`src/rtl/lane_traffic_if.sv`:
```
// Lane controller bundle: control/config from the game FSM,
// packed car positions and status back to the renderer.
interface lane_traffic_if #(
  parameter int NUM_CARS = 4,
  parameter int X_W      = 10,
  parameter int Y_W      = 10
);
  logic                      start;
  logic                      pause;
  logic                      frame_tick;
  logic                      direction;
  logic [3:0]                step;
  logic [3:0]                frame_div;
  logic [X_W-1:0]            start_x;
  logic [Y_W-1:0]            start_y;
  logic [NUM_CARS*X_W-1:0]   car_x_flat;
  logic [Y_W-1:0]            car_y;
  logic                      busy;
  logic                      running;
  logic                      step_pulse;

  modport master (
    output start, pause, frame_tick, direction,
    output step, frame_div, start_x, start_y,
    input  car_x_flat, car_y, busy, running, step_pulse
  );

  modport slave (
    input  start, pause, frame_tick, direction,
    input  step, frame_div, start_x, start_y,
    output car_x_flat, car_y, busy, running, step_pulse
  );
endinterface

```
`src/rtl/lane_traffic.sv`:
```
// Multi-car lane controller: sequential load of evenly spaced cars,
// then frame-divided wrapping motion with pause.
module lane_traffic #(
  parameter int NUM_CARS  = 4,
  parameter int X_W       = 10,
  parameter int Y_W       = 10,
  parameter int H_DISPLAY = 640,
  parameter int SPACING   = 160
) (
  input  logic         clk,
  input  logic         reset,
  lane_traffic_if.slave lt
);
  localparam int IDX_W = (NUM_CARS > 1) ? $clog2(NUM_CARS) : 1;

  typedef logic [X_W:0] xw_t;
  typedef enum logic [1:0] {IDLE, LOAD, RUN, PAUSE} state_t;

  localparam xw_t HD = xw_t'(H_DISPLAY);
  localparam xw_t SP = xw_t'(SPACING);

  state_t         state, state_n;
  logic [X_W-1:0] car_x [NUM_CARS];
  logic [X_W-1:0] mv_x  [NUM_CARS];
  logic [X_W-1:0] lx;
  logic [X_W-1:0] ld_x;
  logic [Y_W-1:0] y_q;
  logic [IDX_W-1:0] idx;
  logic [3:0]     cnt;
  logic           sp_q;
  logic           last;
  logic           tick_go;
  logic           move;
  xw_t            ld_sum;

  function automatic logic [X_W-1:0] mv(
    input logic [X_W-1:0] x,
    input logic [3:0]     s,
    input logic           dir
  );
    xw_t xe, se, n;
    xe = {1'b0, x};
    se = xw_t'(s);
    if (!dir) begin
      n = xe + se;
      if (n >= HD) n = n - HD;
    end else if (xe >= se) begin
      n = xe - se;
    end else begin
      n = xe + HD - se;
    end
    return X_W'(n);
  endfunction

  assign last    = (idx == IDX_W'(NUM_CARS - 1));
  // start outranks a tick, and pause in RUN outranks it too
  assign tick_go = (state == RUN) && !lt.start
                && !lt.pause && lt.frame_tick;
  assign move    = tick_go && (cnt == lt.frame_div);

  always_comb begin
    ld_sum = {1'b0, lx} + SP * xw_t'(idx);
    ld_x   = (ld_sum >= HD) ? X_W'(ld_sum - HD)
                            : X_W'(ld_sum);
  end

  always_comb begin
    for (int i = 0; i < NUM_CARS; i++)
      mv_x[i] = mv(car_x[i], lt.step, lt.direction);
  end

  always_ff @(posedge clk or negedge reset) begin
    if (!reset) state <= IDLE;
    else        state <= state_n;
  end

  always_comb begin
    state_n = state;
    if (lt.start) begin
      state_n = LOAD;
    end else begin
      case (state)
        LOAD:    if (last)       state_n = RUN;
        RUN:     if (lt.pause)   state_n = PAUSE;
        PAUSE:   if (!lt.pause)  state_n = RUN;
        default: state_n = state;
      endcase
    end
  end

  always_ff @(posedge clk or negedge reset) begin
    if (!reset) begin
      for (int i = 0; i < NUM_CARS; i++)
        car_x[i] <= '0;
      lx   <= '0;
      y_q  <= '0;
      idx  <= '0;
      cnt  <= '0;
      sp_q <= 1'b0;
    end else begin
      sp_q <= move;
      if (lt.start) begin
        lx  <= lt.start_x;
        y_q <= lt.start_y;
        idx <= '0;
      end else if (state == LOAD) begin
        car_x[idx] <= ld_x;
        idx        <= last ? '0 : idx + IDX_W'(1);
        if (last) cnt <= '0;
      end else if (tick_go) begin
        if (move) begin
          cnt <= '0;
          for (int i = 0; i < NUM_CARS; i++)
            car_x[i] <= mv_x[i];
        end else begin
          cnt <= cnt + 4'd1;
        end
      end
    end
  end

  always_comb begin
    lt.car_x_flat = '0;
    for (int i = 0; i < NUM_CARS; i++)
      lt.car_x_flat[i*X_W +: X_W] = car_x[i];
  end

  assign lt.car_y      = y_q;
  assign lt.busy       = (state == LOAD);
  assign lt.running    = (state == RUN) || (state == PAUSE);
  assign lt.step_pulse = sp_q;
endmodule

```
`src/flat_wrapper.sv`:
```
// flat-port wrapper written by rule: the top's interface ports become plain ports
module lane_traffic_flat 
#(
  parameter int NUM_CARS  = 4,
  parameter int X_W       = 10,
  parameter int Y_W       = 10,
  parameter int H_DISPLAY = 640,
  parameter int SPACING   = 160
)
  (clk, reset, lt_start, lt_pause, lt_frame_tick, lt_direction, lt_step, lt_frame_div, lt_start_x, lt_start_y, lt_car_x_flat, lt_car_y, lt_busy, lt_running, lt_step_pulse);
  lane_traffic_if #(.NUM_CARS(NUM_CARS), .X_W(X_W), .Y_W(Y_W)) lt_i ();
  input  logic clk;
  input  logic reset;
  input wire logic [$bits(lt_i.start)-1:0] lt_start;
  input wire logic [$bits(lt_i.pause)-1:0] lt_pause;
  input wire logic [$bits(lt_i.frame_tick)-1:0] lt_frame_tick;
  input wire logic [$bits(lt_i.direction)-1:0] lt_direction;
  input wire logic [$bits(lt_i.step)-1:0] lt_step;
  input wire logic [$bits(lt_i.frame_div)-1:0] lt_frame_div;
  input wire logic [$bits(lt_i.start_x)-1:0] lt_start_x;
  input wire logic [$bits(lt_i.start_y)-1:0] lt_start_y;
  output wire logic [$bits(lt_i.car_x_flat)-1:0] lt_car_x_flat;
  output wire logic [$bits(lt_i.car_y)-1:0] lt_car_y;
  output wire logic [$bits(lt_i.busy)-1:0] lt_busy;
  output wire logic [$bits(lt_i.running)-1:0] lt_running;
  output wire logic [$bits(lt_i.step_pulse)-1:0] lt_step_pulse;
  assign lt_i.start = lt_start;
  assign lt_i.pause = lt_pause;
  assign lt_i.frame_tick = lt_frame_tick;
  assign lt_i.direction = lt_direction;
  assign lt_i.step = lt_step;
  assign lt_i.frame_div = lt_frame_div;
  assign lt_i.start_x = lt_start_x;
  assign lt_i.start_y = lt_start_y;
  assign lt_car_x_flat = lt_i.car_x_flat;
  assign lt_car_y = lt_i.car_y;
  assign lt_busy = lt_i.busy;
  assign lt_running = lt_i.running;
  assign lt_step_pulse = lt_i.step_pulse;
  lane_traffic #(.NUM_CARS(NUM_CARS), .X_W(X_W), .Y_W(Y_W), .H_DISPLAY(H_DISPLAY), .SPACING(SPACING)) u_core (.clk(clk), .reset(reset), .lt(lt_i));
endmodule
```
`config.mk`:
```
export PLATFORM = sky130hd
export DESIGN_NAME = lane_traffic_flat
export DESIGN_NICKNAME = d
export VERILOG_FILES = /design/src/rtl/lane_traffic_if.sv /design/src/rtl/lane_traffic.sv /design/src/flat_wrapper.sv
export SDC_FILE = /design/constraint.sdc
export NUM_CORES = 1
export LEC_CHECK = 0
export BUFFER_PORTS_ARGS = -buffer_cell sky130_fd_sc_hd__buf_2
export CORE_MARGIN = 2
export CORE_UTILIZATION = 45
export CTS_CLUSTER_DIAMETER = 30
export CTS_CLUSTER_SIZE = 28
export DETAILED_ROUTE_END_ITERATION = 6
export MAX_ROUTING_LAYER = met4
export RECOVER_POWER = 100
export SYNTH_ARGS = -nofsm -noshare
export SYNTH_HDL_FRONTEND = slang
export SYNTH_SLANG_ARGS = --single-unit
```
`constraint.sdc`:
```
create_clock -name clk -period 3.25 [get_ports clk]
set_clock_uncertainty 0.15 [all_clocks]
set_input_delay 0.325 -clock clk [delete_from_list [all_inputs] [get_ports clk]]
set_output_delay 0.325 -clock clk [all_outputs]
set_load 0.02 [all_outputs]
```
After elaboration in Yosys (flattened, before gate mapping)
Cells that the tools add are included.

Logic and storage cells: 103. Bits of input ports: 34. Bits in registers: 69. Output and inout port bits: 53.

Add/subtract/negate cells: 24. Reductions and logical operators: 15. Bitwise logic cells: 2. Magnitude comparators: 11. Equal/unequal tests: 9. Multiplexer cells: 31. $mul: 1.

Operators with widths (number): 10-bit 2-to-1 mux (14); 40-bit 2-to-1 mux (3); 10-bit by 4-bit subtractor with 10-bit output (8); 11-bit by 10-bit >= comparator with 1-bit output (second input constant) (5); 10-bit subtractor (second input constant) (5); 10-bit by 4-bit adder with 11-bit output (4); 10-bit adder (second input constant) (4); 40-bit bitwise mux (1); 10-bit by 4-bit >= comparator with 1-bit output (4); 10-bit demux with 2-bit select (1); 4-bit 2-to-1 mux (4); 2-bit 2-to-1 mux (7); 10-bit by 10-bit adder with 11-bit output (1); 2-bit == test (second input constant) (3); 3-bit inequality test (second input constant) (2); 2-bit one-hot mux with 3 select lines (1); 3-bit AND reduction (2); 2-bit nonzero test (3); 1-bit logical AND (5); 3-bit by 2-bit multiplier with 5-bit output (first input constant) (1); 4-bit by 1-bit adder with 4-bit output (second input constant) (1); 4-bit == test (1); 4-bit AND reduction (1); 4-bit nonzero test (1); other kinds (10) (11).

Logic depth before layout (Yosys ltp)
Depth in word-level cells: 8. Depth in mapped cells: 15. Mapped depth without buffers: 15.

Worst setup path after synthesis
No wires, ideal clock.

Kind: register to register. From: reg u_core.idx[1]. To: reg u_core.car_x (netlist bit u_core.lt.car_x_flat[18]). Slack: 0.230 ns. Cell stages (with the launch flop): 14. Arrival: 2.738 ns. Clock period less this slack: 3.020 ns. Setup time: 0.132 ns. Buffers on the path: 0. Data required time: 2.968 ns. Cells stage by stage: dfrtp_1 > ha_1 > a21o_1 > a21oi_1 > xor2_1 > ha_1 > o31ai_1 > a22o_1 > a21oi_1 > a311o_1 > a41oi_1 > nor2_1 > a21oi_1 > nand4_1.

Longest elaborated chain between the ends: 7. Elaborated cells between the ends (all ways): 13. Classes of those cells: 2 x add/sub; 1 x mul; 3 x order compare; 5 x mux; 1 x bitwise; 1 x reduce/logical.

RTL lines: start, declared (line lane_traffic.sv:28) `logic [IDX_W-1:0] idx;`; start signal, assigned (line lane_traffic.sv:108) `idx <= last ? '0 : idx + IDX_W'(1);`; parallel branches: the longest is 5 deep, another holds 10-bit by 10-bit adder with 11-bit output; 40-bit bitwise mux (*) (line lane_traffic.sv:107) `car_x[idx] <= ld_x;`; 40-bit 2-to-1 mux (*) (line lane_traffic.sv:106) `end else if (state == LOAD) begin`; end signal, assigned by index (line lane_traffic.sv:107); end signal, assigned by index (line lane_traffic.sv:114) `car_x[i] <= mv_x[i];`; end, declared (line lane_traffic.sv:23) `logic [X_W-1:0] car_x [NUM_CARS];`.

Mark *: on every way between the ends. A chain may end at the register's enable or synchronous reset.

Worst setup path in the final report
From: reg u_core.idx[0]. To: reg u_core.car_x (netlist bit u_core.lt.car_x_flat[18]).

Same word-level chain as after synthesis.

==> run_results.csv <==
group,metric,value,unit
floorplan,die_h,141,microns
yosys,synth_edf_count,0,
clock_tree,clk_pin_slew,0.06,ns
pwr,p_leak,4.39,nW
worst_setup_path,worstPathCellList,"ha_1 -> inv_1 -> fa_1 -> xor2_1 -> ha_2 -> o311ai_0 -> a21oi_1 -> a311o_1 -> a41oi_2 -> nor2_1 -> a21oi_1 -> nand4_1",
clock_tree,cts_tree,"yes",
sta,final_max_slew_viol_count,106,
yosys,syn_inst,1035,
worst_setup_path,max_stage_delay,0.41,ns
sta,setup_violations,0,
global_routing,grt_pass1_wl,42000,microns
worst_setup_path,reg2reg_from,"u_core.idx[0]",
pwr,powerDensity,1050,mW/mm^2
sta,hold-worst-slack,0.0508,ns
route,wirelength,26200,microns
yosys,syn_area,0.00848,sq mm
run_status,status,"finished with violations",
sta,layout_setup_ws,0.144,ns
yosys,ys_seq_area_share,20.4,%
global_routing,grt_pass1_vias,7888,
final_layout,num_antenna_cells,0,
yosys,synth.top_cell.area_share,20.4,%
hold_path,worstHoldStart,"lt_start_y[2]",
worst_setup_path,slowest_stage,"fa_1",
worst_setup_path,r2r_cells,12,
run,cap_violations,2,
yosys,postSynthAreaPerCell,8.19,sq um
sta,slew_headroom,-41.7,%
clock_tree,numCtsBuffers,9,
sta,worst_pin_slew,2.13,ns
worst_setup_path,worstPathRequired,3.33,ns
placement,place_area,0.00957,sq mm
route,first_iter_violations,599,
clock_tree,cts.path.max_buffers,2,
final_layout,nets,1334,
worst_setup_path,crit_arrival,3.18,ns
pwr,ir_drop,0.438,mV
clock_tree,clk_latency,0.35,ns
global_routing,grt_use_total,27.5,%
placement,placedCellCount,1386,
yosys,yosysWarnings,0,
floorplan,start_util,45.6,%
yosys,postSynth.asyncResetShare,100,%
worst_setup_path,cp-endpoint,"u_core.lt.car_x_flat[18]",
clock_tree,h-tree-depth,3,
hold_path,min_path_type,"in -> reg",
sta,finalHoldViolations,0,
route,vias,8116,
clock_tree,cts.sinks,69,
placement,portBuffers,86,
placement,dp_hpwl,19700,microns
run_status,violations,"max-capacitance violations, max-slew violations",
yosys,ys_types,69,
worst_setup_path,r2r-end,"u_core.lt.car_x_flat[18]",
final_layout,synthToLayoutAreaGrowth,16.9,%
sta,fmax,0.322,GHz
yosys,synth-main-ff-cell,"dfrtp_1",
worst_setup_path,worst-path-stages,12,
global_routing,grt_antenna_before_repair,0,
clock_tree,cts_root_buf,"clkbuf_16",
worst_setup_path,r2r_slack,0.14,ns
yosys,synth.area.top_cells,"dfrtp_1 (20%), ha_1 (16%), xnor2_1 (7.2%), fa_1 (5.0%), inv_1 (4.6%)",
floorplan,fp-row-count,50,
floorplan,dieArea,0.0200,sq mm
floorplan,io_pins,87,
worst_setup_path,path_buf_inv,1,
yosys,synth-seq-cells,69,
worst_setup_path,path_common_cell,"a21oi_1",
worst_setup_path,worstSetupStartpointType,"flop",
route,wire_per_inst,18.7,microns
worst_setup_path,path_class,"reg -> reg",
worst_setup_path,worstPathMaxFanout,6,
route,first_pass_iters,5,
final_layout,layout-drive-gt1-share,14.3,%
yosys,synth_common_cells,"ha_1 (111), inv_1 (103), nor2_1 (82), nand2_1 (75), xnor2_1 (70)",
floorplan,fp.dieW,141,microns
floorplan,coreArea,0.0186,sq mm
route,ant_nets,0,
worst_setup_path,critPathLaunch,"u_core.idx[0]",
final_layout,final_area,0.00991,sq mm
placement,gp_congestion,0.902,
final_layout,final_cells,1407,
worst_setup_path,crit_family,"compound AO/OA/AOI/OAI gates",
worst_setup_path,worstSetupEndpointType,"flop",
route,drc_errors,0,
global_routing,grt_max_degree,70,
yosys,syn-num-nets,1201,
route,vias_per_cell,5.77,
placement,place_ws,-0.0775,ns
final_layout,fin_util,53.4,%
yosys,synth.most_common_cell,"ha_1",
sta,post-route-period-util,95.6,%
yosys,synth.largest_area_cell,"dfrtp_1",
sta,min_period,3.11,ns
global_routing,grt.overflow.total,0,
## where the power goes
| part | internal [mW] | total (mW) | switching (mW) | leakage (nW) |
|---|---|---|---|---|
| logic | 3.10 | 7.57 | 4.46 | 3.41 |
| clock network | 0.754 | 1.19 | 0.437 | 0.170 |
| registers | 1.15 | 1.61 | 0.466 | 0.813 |
## routing by layer
layer	GRT usage, %	wire length [microns]	up-vias
met4	8.05	655	0
met5	-	0	-
met2	42.3	11800	272
met1	38.1	12200	3873
li1	-	-	3930
met3	3.34	1600	41
## worst register-to-register path, stage by stage (launching register included)
cell      delay [ns]
dfrtp_1         0.39
ha_1            0.18
inv_1           0.05
fa_1            0.41
xor2_1          0.19
ha_2            0.23
o311ai_0        0.32
a21oi_1         0.11
a311o_1         0.35
a41oi_2         0.27
nor2_1          0.06
a21oi_1         0.17
nand4_1         0.10
## final cells by class
class,instances,area [sq um]
Fill cell,1788,8670
Multi-Input combinational cell,825,6240
Sequential cell,69,1730
Timing Repair Buffer,157,905
Inverter,106,399
Tap cell,234,293
Clock buffer,9,225
Clock inverter,7,121
## layout by cell type, fill, tap and decap left out, types with 9 or more instances in the layout
master,instances
a21oi_1,67
nor3_1,16
inv_1,103
dfrtp_1,67
ha_1,109
buf_4,63
nor2_1,83
xor2_1,17
nand2_1,75
clkbuf_1,55
mux2_2,21
o211ai_1,25
xnor2_1,70
o22ai_1,14
o21ai_0,67
a31oi_1,18
buf_2,34
mux2i_1,11
clkbuf_16,9
nand2b_1,19
nand3_1,24
fa_1,21
a22oi_1,23
nand4_1,10
o21bai_1,10
o21a_1,10
## worst min-delay path by stage
stage | to | slack [ns] | cells past startpoint
5_1_grt | u_core.lt.car_y[8] | 0.05 | 2
3_5_place_dp | u_core.lt.car_y[7] | 0.34 | 1
2_1_floorplan | u_core.cnt[0] | -0.12 | 0
3_3_place_gp | u_core.lt.car_y[4] | 0.33 | 1
4_1_cts | u_core.cnt[3] | 0.02 | 1
6_report | u_core.lt.car_y[2] | 0.05 | 2
## cells by family (layout without fill, tap and decap cells)
| logic type | count (synthesis) | in the layout | synth area share [%] |
|---|---|---|---|
| AOI/OAI and AO/OA | 309 | 309 | 23.8 |
| buffers and inverters | 141 | 279 | 6.54 |
| muxes | 32 | 32 | 4.09 |
| xor gates and xnor gates | 87 | 87 | 8.99 |
| adders and majority gates | 132 | 132 | 21.3 |
| and+or+nand+nor | 265 | 265 | 14.8 |
| DFF | 69 | 69 | 20.4 |
## sequential cells by signal (all words and copies together), names as in the netlist
register              flops
u_core.lt.step_pulse      1
u_core.idx                2
u_core.lt.car_y          10
u_core.lt.car_x_flat     40
u_core.state              2
u_core.cnt                4
u_core.lx                10
## through the flow
stage	power (mW)	setup TNS (ns)
2_1_floorplan	6.77	0
3_3_place_gp	9.01	-0.0606
3_5_place_dp	9.05	-0.107
4_1_cts	10.3	0
5_1_grt	11.3	-0.0458
6_report	10.4	0
## repair_timing
item                                    in CTS  in global routing
hold buffers                                 0                  0
pin swaps                                    0                  4
endpoints found under the setup margin       1                 10
cloned                                       0                  0
buffers inserted                             0                  5
resized for setup                            1                 12
(Power assumes the default switching activity.)
